## config.mk

```make
export PLATFORM = sky130hd
export DESIGN_NAME = riscv_next_resolve_tracker
export DESIGN_NICKNAME = d
export VERILOG_FILES = /design/src/rtl/riscv_next_pkg.sv /design/src/rtl/riscv_next_pred_fifo.sv /design/src/rtl/riscv_next_resolve_tracker.sv
export SDC_FILE = /design/constraint.sdc
export NUM_CORES = 1
export LEC_CHECK = 0
export CAP_MARGIN = 10
export CORE_ASPECT_RATIO = 1.2
export CORE_UTILIZATION = 50
export CTS_BUF_LIST = sky130_fd_sc_hd__clkbuf_8
export DETAILED_ROUTE_END_ITERATION = 16
export DONT_BUFFER_PORTS = 1
export GPL_TIMING_DRIVEN = 0
export PLACE_DENSITY_LB_ADDON = 0.25
export SLEW_MARGIN = 15
export SYNTH_ARGS = -nofsm -noshare
export SYNTH_HDL_FRONTEND = slang
export SYNTH_SLANG_ARGS = --single-unit
export TNS_END_PERCENT = 50
```

## constraint.sdc

```tcl
create_clock -name clk -period 19.1 [get_ports clk]
set_input_delay 0.955 -clock clk [delete_from_list [all_inputs] [get_ports clk]]
set_output_delay 0.955 -clock clk [all_outputs]
set_load 0.01 [all_outputs]
```

## src/rtl/riscv_next_pkg.sv

```systemverilog
// Shared types for the next-PC resolve tracker: prediction entry and instruction class.
package riscv_next_pkg;

  localparam int unsigned MaxAddrWidth = 64;

  typedef logic [MaxAddrWidth-1:0] addr_t;

  typedef struct packed {
    addr_t pc;
    logic  pred_taken;
    addr_t pred_addr;
  } pred_entry_t;

  typedef struct packed {
    logic jal;
    logic jalr;
    logic branch;
    logic rs1_ra;
  } insn_class_t;

  function automatic logic is_ctrl(insn_class_t c);
    return c.jal | c.jalr | c.branch;
  endfunction

endpackage

```

## src/rtl/riscv_next_pred_fifo.sv

```systemverilog
// Synchronous FIFO of in-flight predictions with a clear that wins over same-cycle push/pop.
module riscv_next_pred_fifo
  import riscv_next_pkg::*;
#(
  parameter int unsigned Depth = 4
) (
  input  logic        clk_i,
  input  logic        rst_ni,
  input  logic        clr_i,
  input  logic        push_i,
  input  logic        pop_i,
  input  pred_entry_t data_i,
  output pred_entry_t head_o,
  output logic        empty_o,
  output logic        full_o
);

  localparam int unsigned PtrW = (Depth > 1) ? $clog2(Depth) : 1;

  logic [PtrW-1:0] wptr_q, rptr_q;
  logic [PtrW:0]   count_q;
  pred_entry_t     mem_q [Depth];
  logic            push_ok, pop_ok;

  assign empty_o = (count_q == '0);
  assign full_o  = (count_q == (PtrW+1)'(Depth));
  assign pop_ok  = pop_i && !empty_o;
  // A push into a full FIFO is only legal when the head leaves in the same cycle.
  assign push_ok = push_i && (!full_o || pop_ok);
  assign head_o  = mem_q[rptr_q];

  always_ff @(posedge clk_i or negedge rst_ni) begin
    if (!rst_ni) begin
      wptr_q  <= '0;
      rptr_q  <= '0;
      count_q <= '0;
    end else if (clr_i) begin
      wptr_q  <= '0;
      rptr_q  <= '0;
      count_q <= '0;
    end else begin
      if (push_ok) wptr_q <= wptr_q + 1'b1;
      if (pop_ok)  rptr_q <= rptr_q + 1'b1;
      unique case ({push_ok, pop_ok})
        2'b10:   count_q <= count_q + 1'b1;
        2'b01:   count_q <= count_q - 1'b1;
        default: count_q <= count_q;
      endcase
    end
  end

  always_ff @(posedge clk_i) begin
    if (push_ok && !clr_i) mem_q[wptr_q] <= data_i;
  end

endmodule

```

## src/rtl/riscv_next_resolve_tracker.sv

```systemverilog
// Tracks predicted next-PCs until execute resolves them; emits history updates,
// mispredict redirects and hit/miss statistics.
module riscv_next_resolve_tracker
  import riscv_next_pkg::*;
#(
  parameter int unsigned ADDR_WIDTH = 64,
  parameter int unsigned DEPTH      = 4,
  parameter int unsigned CNT_WIDTH  = 32
) (
  input  logic                  clk,
  input  logic                  nreset,
  input  logic                  enable,
  input  logic                  i_stall,
  input  logic                  i_if_fire,
  input  logic [ADDR_WIDTH-1:0] i_if_pc,
  input  logic                  i_pred_taken,
  input  logic [ADDR_WIDTH-1:0] i_pred_addr,
  input  logic                  i_ex_valid,
  input  logic [ADDR_WIDTH-1:0] i_ex_pc,
  input  logic                  i_ex_jal,
  input  logic                  i_ex_jalr,
  input  logic                  i_ex_branch,
  input  logic                  i_ex_rs1_ra,
  input  logic                  i_ex_taken,
  input  logic [ADDR_WIDTH-1:0] i_ex_target,
  input  logic                  i_flush,
  output logic                  o_hist_valid,
  output logic [ADDR_WIDTH-1:0] o_hist_pc,
  output logic [ADDR_WIDTH-1:0] o_hist_jump_addr,
  output logic                  o_hist_jal,
  output logic                  o_hist_jalr,
  output logic                  o_hist_branch,
  output logic                  o_hist_rs1_ra,
  output logic                  o_hist_jump_branch,
  output logic                  o_hist_flush,
  output logic                  o_redirect,
  output logic [ADDR_WIDTH-1:0] o_redirect_addr,
  output logic                  o_full,
  output logic                  o_err,
  output logic [CNT_WIDTH-1:0]  o_hits,
  output logic [CNT_WIDTH-1:0]  o_misses
);

  logic                  active, pop, push, drop, fifo_clr, fifo_full, fifo_empty;
  logic                  head_match, eff_taken, mispredict;
  logic [ADDR_WIDTH-1:0] head_pc, head_addr, eff_addr, pc_plus4;
  pred_entry_t           push_entry, head;
  insn_class_t           ex_cls, hist_cls_q;

  logic                  hist_valid_q, hist_jb_q, hist_flush_q, redirect_q;
  logic [ADDR_WIDTH-1:0] hist_pc_q, hist_addr_q, redirect_addr_q;
  logic                  err_q, err_d;
  logic [CNT_WIDTH-1:0]  hits_q, hits_d, misses_q, misses_d;

  assign active = enable && !i_stall;
  assign pop    = i_ex_valid && active;
  assign push   = i_if_fire && active && !i_flush;
  assign drop   = push && fifo_full && !pop;

  assign ex_cls     = '{jal: i_ex_jal, jalr: i_ex_jalr, branch: i_ex_branch, rs1_ra: i_ex_rs1_ra};
  assign push_entry = '{pc: MaxAddrWidth'(i_if_pc), pred_taken: i_pred_taken,
                        pred_addr: MaxAddrWidth'(i_pred_addr)};

  assign head_pc    = head.pc[ADDR_WIDTH-1:0];
  assign head_addr  = head.pred_addr[ADDR_WIDTH-1:0];
  assign pc_plus4   = i_ex_pc + ADDR_WIDTH'(4);
  // Missing or out-of-order entry: treat as predicted fall-through.
  assign head_match = !fifo_empty && (head_pc == i_ex_pc);
  assign eff_taken  = head_match ? head.pred_taken : 1'b0;
  assign eff_addr   = head_match ? head_addr : pc_plus4;
  assign mispredict = (i_ex_taken != eff_taken) || (i_ex_taken && (i_ex_target != eff_addr));
  assign fifo_clr   = active && (i_flush || (pop && mispredict));

  riscv_next_pred_fifo #(
    .Depth (DEPTH)
  ) u_fifo (
    .clk_i   (clk),
    .rst_ni  (nreset),
    .clr_i   (fifo_clr),
    .push_i  (push),
    .pop_i   (pop),
    .data_i  (push_entry),
    .head_o  (head),
    .empty_o (fifo_empty),
    .full_o  (fifo_full)
  );

  always_comb begin
    err_d    = err_q | drop | (pop && !head_match);
    hits_d   = hits_q;
    misses_d = misses_q;
    if (pop && is_ctrl(ex_cls) && !i_flush) begin
      if (mispredict) begin
        if (misses_q != '1) misses_d = misses_q + CNT_WIDTH'(1);
      end else if (hits_q != '1) begin
        hits_d = hits_q + CNT_WIDTH'(1);
      end
    end
  end

  always_ff @(posedge clk or negedge nreset) begin
    if (!nreset) begin
      hist_valid_q    <= 1'b0;
      hist_pc_q       <= '0;
      hist_addr_q     <= '0;
      hist_cls_q      <= '0;
      hist_jb_q       <= 1'b0;
      hist_flush_q    <= 1'b0;
      redirect_q      <= 1'b0;
      redirect_addr_q <= '0;
      err_q           <= 1'b0;
      hits_q          <= '0;
      misses_q        <= '0;
    end else begin
      hist_valid_q <= pop;
      redirect_q   <= pop && mispredict && !i_flush;
      if (pop) begin
        hist_pc_q       <= i_ex_pc;
        hist_addr_q     <= i_ex_target;
        hist_cls_q      <= ex_cls;
        hist_jb_q       <= i_ex_taken;
        hist_flush_q    <= i_flush;
        redirect_addr_q <= i_ex_taken ? i_ex_target : pc_plus4;
      end
      if (active) begin
        err_q    <= err_d;
        hits_q   <= hits_d;
        misses_q <= misses_d;
      end
    end
  end

  assign o_hist_valid       = hist_valid_q;
  assign o_hist_pc          = hist_pc_q;
  assign o_hist_jump_addr   = hist_addr_q;
  assign o_hist_jal         = hist_cls_q.jal;
  assign o_hist_jalr        = hist_cls_q.jalr;
  assign o_hist_branch      = hist_cls_q.branch;
  assign o_hist_rs1_ra      = hist_cls_q.rs1_ra;
  assign o_hist_jump_branch = hist_jb_q;
  assign o_hist_flush       = hist_flush_q;
  assign o_redirect         = redirect_q;
  assign o_redirect_addr    = redirect_addr_q;
  assign o_full             = fifo_full;
  assign o_err              = err_q;
  assign o_hits             = hits_q;
  assign o_misses           = misses_q;

endmodule

```

==> results of run 1 <==
==> timing repair <==
action	4_1_cts	5_1_grt
buffers inserted	0	0
hold endpoints to repair	272	0
hold buffers	1	0
==> stage by stage <==
| stage | power, W | instances | setup TNS [ps] |
|---|---|---|---|
| 3_5_place_dp | 0.002819 | 3660 | 0 |
| 6_report | 0.004278 | 3892 | 0 |
| 2_1_floorplan | 0.002558 | 2672 | 0 |
| 5_1_grt | 0.004412 | 3891 | 0 |
| 3_3_place_gp | 0.002811 | 3590 | -2293290 |
| 4_1_cts | 0.004286 | 3888 | 0 |
==> registers in the layout, summed over array words and instances, names as in the netlist <==
name / count
o_err: 1
o_hist_jalr: 1
o_hist_branch: 1
u_fifo.wptr_q: 2
u_fifo.rptr_q: 2
o_hist_jal: 1
o_hist_pc: 64
o_hits: 32
o_redirect_addr: 64
o_redirect: 1
o_misses: 32
o_hist_flush: 1
o_hist_valid: 1
o_hist_jump_addr: 64
o_hist_jump_branch: 1
o_hist_rs1_ra: 1
u_fifo.mem_q: 516
u_fifo.count_q: 3
==> cell type report <==
class	instances	share of cell area, %
well taps	918	2.911
diodes	3	0.01902
plain buffers	148	1.791
clock inverters	89	1.668
multi-input cells	1675	30.03
flip-flops and latches	788	56.51
clock buffers	138	4.813
repair buffers	72	1.671
inverters	61	0.5802
==> cells in the mapped netlist, drive strengths merged (18+ instances only) <==
master and instances:
dfrtp 272, o21ai 116, clkbuf 100, nor2 111, mux4 112, nor4 38
mux2i 61, nand4 50, xnor2 112, mux2 18, or2 33, buf 48
edfxtp 516, inv 61, nand2b 22, nand2 500, a21oi 32, nand3 47
nor3 58, and2 29, and3 28, a2111oi 25, xor2 68
==> metal layers <==
metal  routed length, um  track usage [%]  vias to the layer above
met5                  13                0                        -
met4                7599            19.95                        2
met3               13390            11.17                      298
met2               59080            55.43                     1420
met1               45250            42.33                    12374
li1                    -                -                    10257
==> kinds of logic (layout without fill, tap and decap cells) <==
family	Yosys count	after routing
adders and majority gates	8	8
buffers and inverters	209	508
AOI/OAI and AO/OA	314	314
xor gates and xnor gates	180	180
DFF	788	788
muxes	191	191
other	0	3
and+or+nand+nor	982	982
==> where the power goes <==
group	internal, W	total (W)	switching (W)
sequential	0.00192	0.00205	0.000132
combinational	0.000321	0.000757	0.000436
clock	0.000786	0.00147	0.000685
==> how the worst min path moves through the flow <==
stage	startpoint	to	slack, ps	cells after the start
2_1_floorplan	o_redirect_addr[38]	o_redirect_addr[38]	510	2
6_report	nreset	o_hits[6]	130	1
3_3_place_gp	o_redirect_addr[59]	o_redirect_addr[59]	530	2
4_1_cts	i_pred_addr[31]	u_fifo.mem_q[2][31]	210	0
5_1_grt	nreset	o_hits[6]	200	1
3_5_place_dp	o_redirect_addr[46]	o_redirect_addr[46]	530	2
==> results.ini, run 1 <==
[clock_network]
insertion_delay_ps = 790
cts-buffers-inserted = 120
cts_tree = yes
cts_resized = 0
clock_sink_count = 788
clk_pin_slew_ps = 70
cts_buffer_depth = 3
cts_root_buf = clkbuf_8
cts-htree-levels = 3

[floorplan]
die_area_um2 = 71190
core-area_um2 = 69500
rows = 106
initial_core_util_pct = 50.45
die-width_um = 243.7
die_height_um = 292.1
io_pins = 535

[yosys]
synth-compound-area-share_pct = 6.049
synth_nets = 2949
avgSynthCellArea_um2 = 13.12
synthMuxAreaShare_pct = 9.514
synthAdderAreaFrac_pct = 0.3069
ys.flop_type = edfxtp_1
ys_seq_elements = 788
synth_area_leaders = edfxtp_1 (44%), dfrtp_1 (19%), mux4_2 (7.2%), nand2_1 (5.4%), xnor2_1 (2.7%)
synth_edf_count = 516
synth-simple-area-share_pct = 13.30
synthDistinctLibCells = 83
syn-cell-area_um2 = 35060
synth-xor-area-share_pct = 4.561
yosys_warnings = 0
yosysTopAreaCell = edfxtp_1
synth_top_area_share_pct = 44.19
synth_top_family_by_area = simple AND/OR/NAND/NOR gates
synth-seq-area-share_pct = 63.61
synth-async-reset-ratio_pct = 34.52
syn_inst = 2672

[timing]
final-hold-violation-count = 0
finalCritPeriodShare_pct = 46.28
timing.slew.headroom_pct = 12.16
period_minus_slack_ps = 8840
layout_setup_ws_ps = 10260
skew_ps = 41.71
fmax_mhz = 113.1
rsz0062_at_grt = no
slew_viol_final = 0
finalSetupViolCount = 0
holdWs_ps = 127.2
worst_pin_slew_ps = 1301

[placement]
place_area_um2 = 36840
gp_congestion = 0.9933
port_buffers = 0
dp_slack_ps = 10290
dp_hpwl_mm = 97.17

[cells_and_area]
post-route-util_pct = 56.78
final_cell_mix = edfxtp_1 (516), nand2_1 (500), dfrtp_1 (272)
nets = 3143
multi_input_area_um2 = 11850
layout-drive-gt1-share_pct = 15.99
final_common_cell = edfxtp_1
fin_area_um2 = 39460
register_area_um2 = 22300
final.fill_count = 5681
syn2layout_area_growth_pct = 12.55

[worst_hold_path]
min_path_type = in -> async

[setup_path]
crit_path_start = u_fifo.rptr_q[1]
worstPathRequired_ps = 19580
critPathBufInv = 14
r2r_cells = 24
cp_cell_sequence = buf_6, buf_2, buf_2, buf_2, buf_1, clkbuf_1, clkbuf_1, mux4_2, xnor2_1, nand4_1, a211oi_1, o221ai_1, nor4_4, nand3_2, nor3_1, o31ai_1, clkbuf_1, nor3_2, buf_6, buf_4, buf_4, buf_6, buf_6, buf_4
critPathTopFamily = buffers and inverters
r2r_end = u_fifo.mem_q[3][26]
cp.depth = 24
reg2reg_from = u_fifo.rptr_q[1]
cp_common_cell = buf_6
path_class = reg -> reg
max_stage_delay_ps = 690
worstPathArrival_ps = 9320
crit_path_end_kind = flop
slowest_stage = nor3_2
crit_path_max_fanout = 10
startpoint_type = flop
critPathCapture = u_fifo.mem_q[3][26]
r2r_slack_ps = 10260

[routing]
ant_nets = 0
dr.first_iter.drc_count = 2246
wl_per_cell_um = 32.20
drc_errors = 0
vias = 24351
dr.pass1.iters = 6
routed_wl_mm = 125.3
via_per_inst = 6.257

[global_route]
grt_pass1_wl_mm = 175.6
overflow = 0
grt_use_total_pct = 35.04
antenna_found_initial = 4
grt_max_degree = 273
first_global_vias = 24150

[pwr]
vdd_drop_max_v = 0.00006872
cellLeakagePower_nw = 14.91
cellPowerDensity_nw_per_um2 = 108.4

[status]
outcome = complete, no violations

[run]
maxCapViolations = 0

No activity file was read; power rests on OpenSTA's default activity.
==> run 2, diff against run 1 <==
clock period = 8.9 ns   (was 19.1 ns; I/O delays follow)
==> results.ini, run 2 (synthesis gave the netlist of run 1 again) <==
[placement]
dpl.cell_count = 3634
gp_congestion = 1.004
port_buffers = 0
dp_slack_ps = 849.2
dp_hpwl_mm = 96.66

[floorplan]
die-width_um = 243.7
core-area_um2 = 69500
die_area_um2 = 71190
rows = 106
io_pins = 535
die_height_um = 292.1
initial_core_util_pct = 50.45

[routing]
drc_errors = 6
wl_per_cell_um = 32.24
dr.first_iter.drc_count = 2409
vias = 25583
dr.pass1.iters = 11
via_per_inst = 6.225
routed_wl_mm = 132.5
ant_nets = 0

[timing]
holdWs_ps = 70.88
timing.slew.headroom_pct = 10.02
final-hold-violation-count = 0
period_minus_slack_ps = 8363
layout_setup_ws_ps = 537.5
fmax_mhz = 119.6
setup_tns_ps = 0
finalCritPeriodShare_pct = 93.96
skew_ps = 48.67
rsz0062_at_grt = no
worst_pin_slew_ps = 1350
finalSetupViolCount = 0
slew_viol_final = 0

[status]
outcome = complete, but fails checks
violations = design-rule violations

[global_route]
grt_pass1_wl_mm = 185.1
grt_max_degree = 273
first_global_vias = 25699
antenna_found_initial = 16
overflow = 0
grt_use_total_pct = 37.01

[clock_network]
cts_hold_buf = 241
clock_sink_count = 788
insertion_delay_ps = 810
cts_buffer_depth = 3
cts-htree-levels = 3
cts_tree = yes
cts-buffers-inserted = 117
cts_root_buf = clkbuf_8
cts_resized = 0
clk_pin_slew_ps = 60
cts_setup_buffers = 0

[pwr]
combPwrFrac_pct = 19.6
swShare_pct = 30.28
p_total_w = 0.009065
cellPowerDensity_nw_per_um2 = 217.1
switching_power_w = 0.002745
p_int_w = 0.006320
clkPwrFrac_pct = 31.8
cellLeakagePower_nw = 15.74
vdd_drop_max_v = 0.0001660
pwr-share-seq_pct = 48.6

[cells_and_area]
layout-drive-gt1-share_pct = 13.43
final.fill_count = 5496
fin_cells = 4110
final_cell_mix = edfxtp_1 (516), nand2_1 (500), dfrtp_1 (272)
final_common_cell = edfxtp_1
nets = 3355
syn2layout_area_growth_pct = 19.07
largest_reg_flops = 516
top_register = u_fifo.mem_q

[setup_path]
worstPathArrival_ps = 8850
slowest_stage = clkbuf_1
worstPathRequired_ps = 9390
crit_path_end_kind = flop
max_stage_delay_ps = 660
path_class = reg -> reg
r2r_cells = 22
crit_path_max_fanout = 13
startpoint_type = flop
r2r_slack_ps = 540
cp_cell_sequence = buf_6, buf_2, buf_2, buf_2, buf_1, clkbuf_1, clkbuf_1, mux4_2, xnor2_1, nand4_1, a211oi_1, o221ai_1, nor4_4, nand3_2, nor3_1, o31ai_1, clkbuf_1, nor3_4, buf_6, buf_8, buf_8, buf_8

[worst_hold_path]
min_path_type = in -> reg
min_path_cells = 2

[run]
maxCapViolations = 0

-- run 2: changes by cell type in the layout (fill, tap and decap cells not counted), sizes merged --
cell         delta
clkbuf         -10
clkinvlp        -4
bufinv          -5
diode          +10
clkinv         +12
dlygate4sd3   +240
buf            -25
-- run 2: path summary, 6_finish.rpt --
kind | start | end
worst min register to register | o_hist_pc[0] | o_hist_pc[0]
worst min-delay path | i_ex_pc[23] | o_hist_pc[23]
worst max register to register | u_fifo.rptr_q[1] | u_fifo.mem_q[0][10]
worst max-delay path | u_fifo.rptr_q[1] | u_fifo.mem_q[0][10]
min in group asynchronous | nreset | o_hist_jump_addr[61]
max in group asynchronous | nreset | o_hist_pc[14]
-- run 2: worst max-delay path: cells and delay by family (launching register included) --
family	cells	cell delay, ps
buffers and inverters	12	4280
muxes	1	420
xor gates and xnor gates	1	340
and+or+nand+nor	5	1800
AOI/OAI and AO/OA	3	800
DFF	1	350
-- run 2: area by class of cell --
type	instances	area (um2)	area share, %
sequential	788	22300	53.42
tap	918	1149	2.751
buffer	148	706.9	1.693
clock inverter	92	513.0	1.229
timing repair buffer	287	3184	7.628
clock buffer	128	1762	4.220
multi-input combinational	1675	11870	28.43
antenna	13	32.53	0.07792
inverter	61	229.0	0.5485
-- run 2: metal layers --
metal | share of wire (%) | vias up | wire, um | GRT usage [%]
met1 | 36 | 12957 | 48120 | 45.48
met4 | 6.0 | 4 | 7993 | 21.43
met2 | 47 | 1570 | 62520 | 58.72
met5 | 0.019 | - | 25 | 0
met3 | 10 | 348 | 13860 | 10.22
li1 | - | 10704 | - | -
-- run 2: power by group through the flow --
stage	registers (W)	logic, W	clock network, W
2_1_floorplan	0.00437	0.00112	0
3_3_place_gp	0.00448	0.00156	0
3_5_place_dp	0.00447	0.00159	0
4_1_cts	0.00440	0.00176	0.00291
5_1_grt	0.00441	0.00189	0.00306
6_report	0.00440	0.00178	0.00288
-- run 2: metrics by stage --
| stage | cell area, um2 | utilization [%] |
|---|---|---|
| after detailed placement | 36960 | 53.18 |
| final | 41750 | 60.07 |
| after CTS | 41660 | 59.95 |
| after floorplan | 35080 | - |
| after global routing | 41740 | 60.06 |
| after global placement | 36230 | 52.13 |
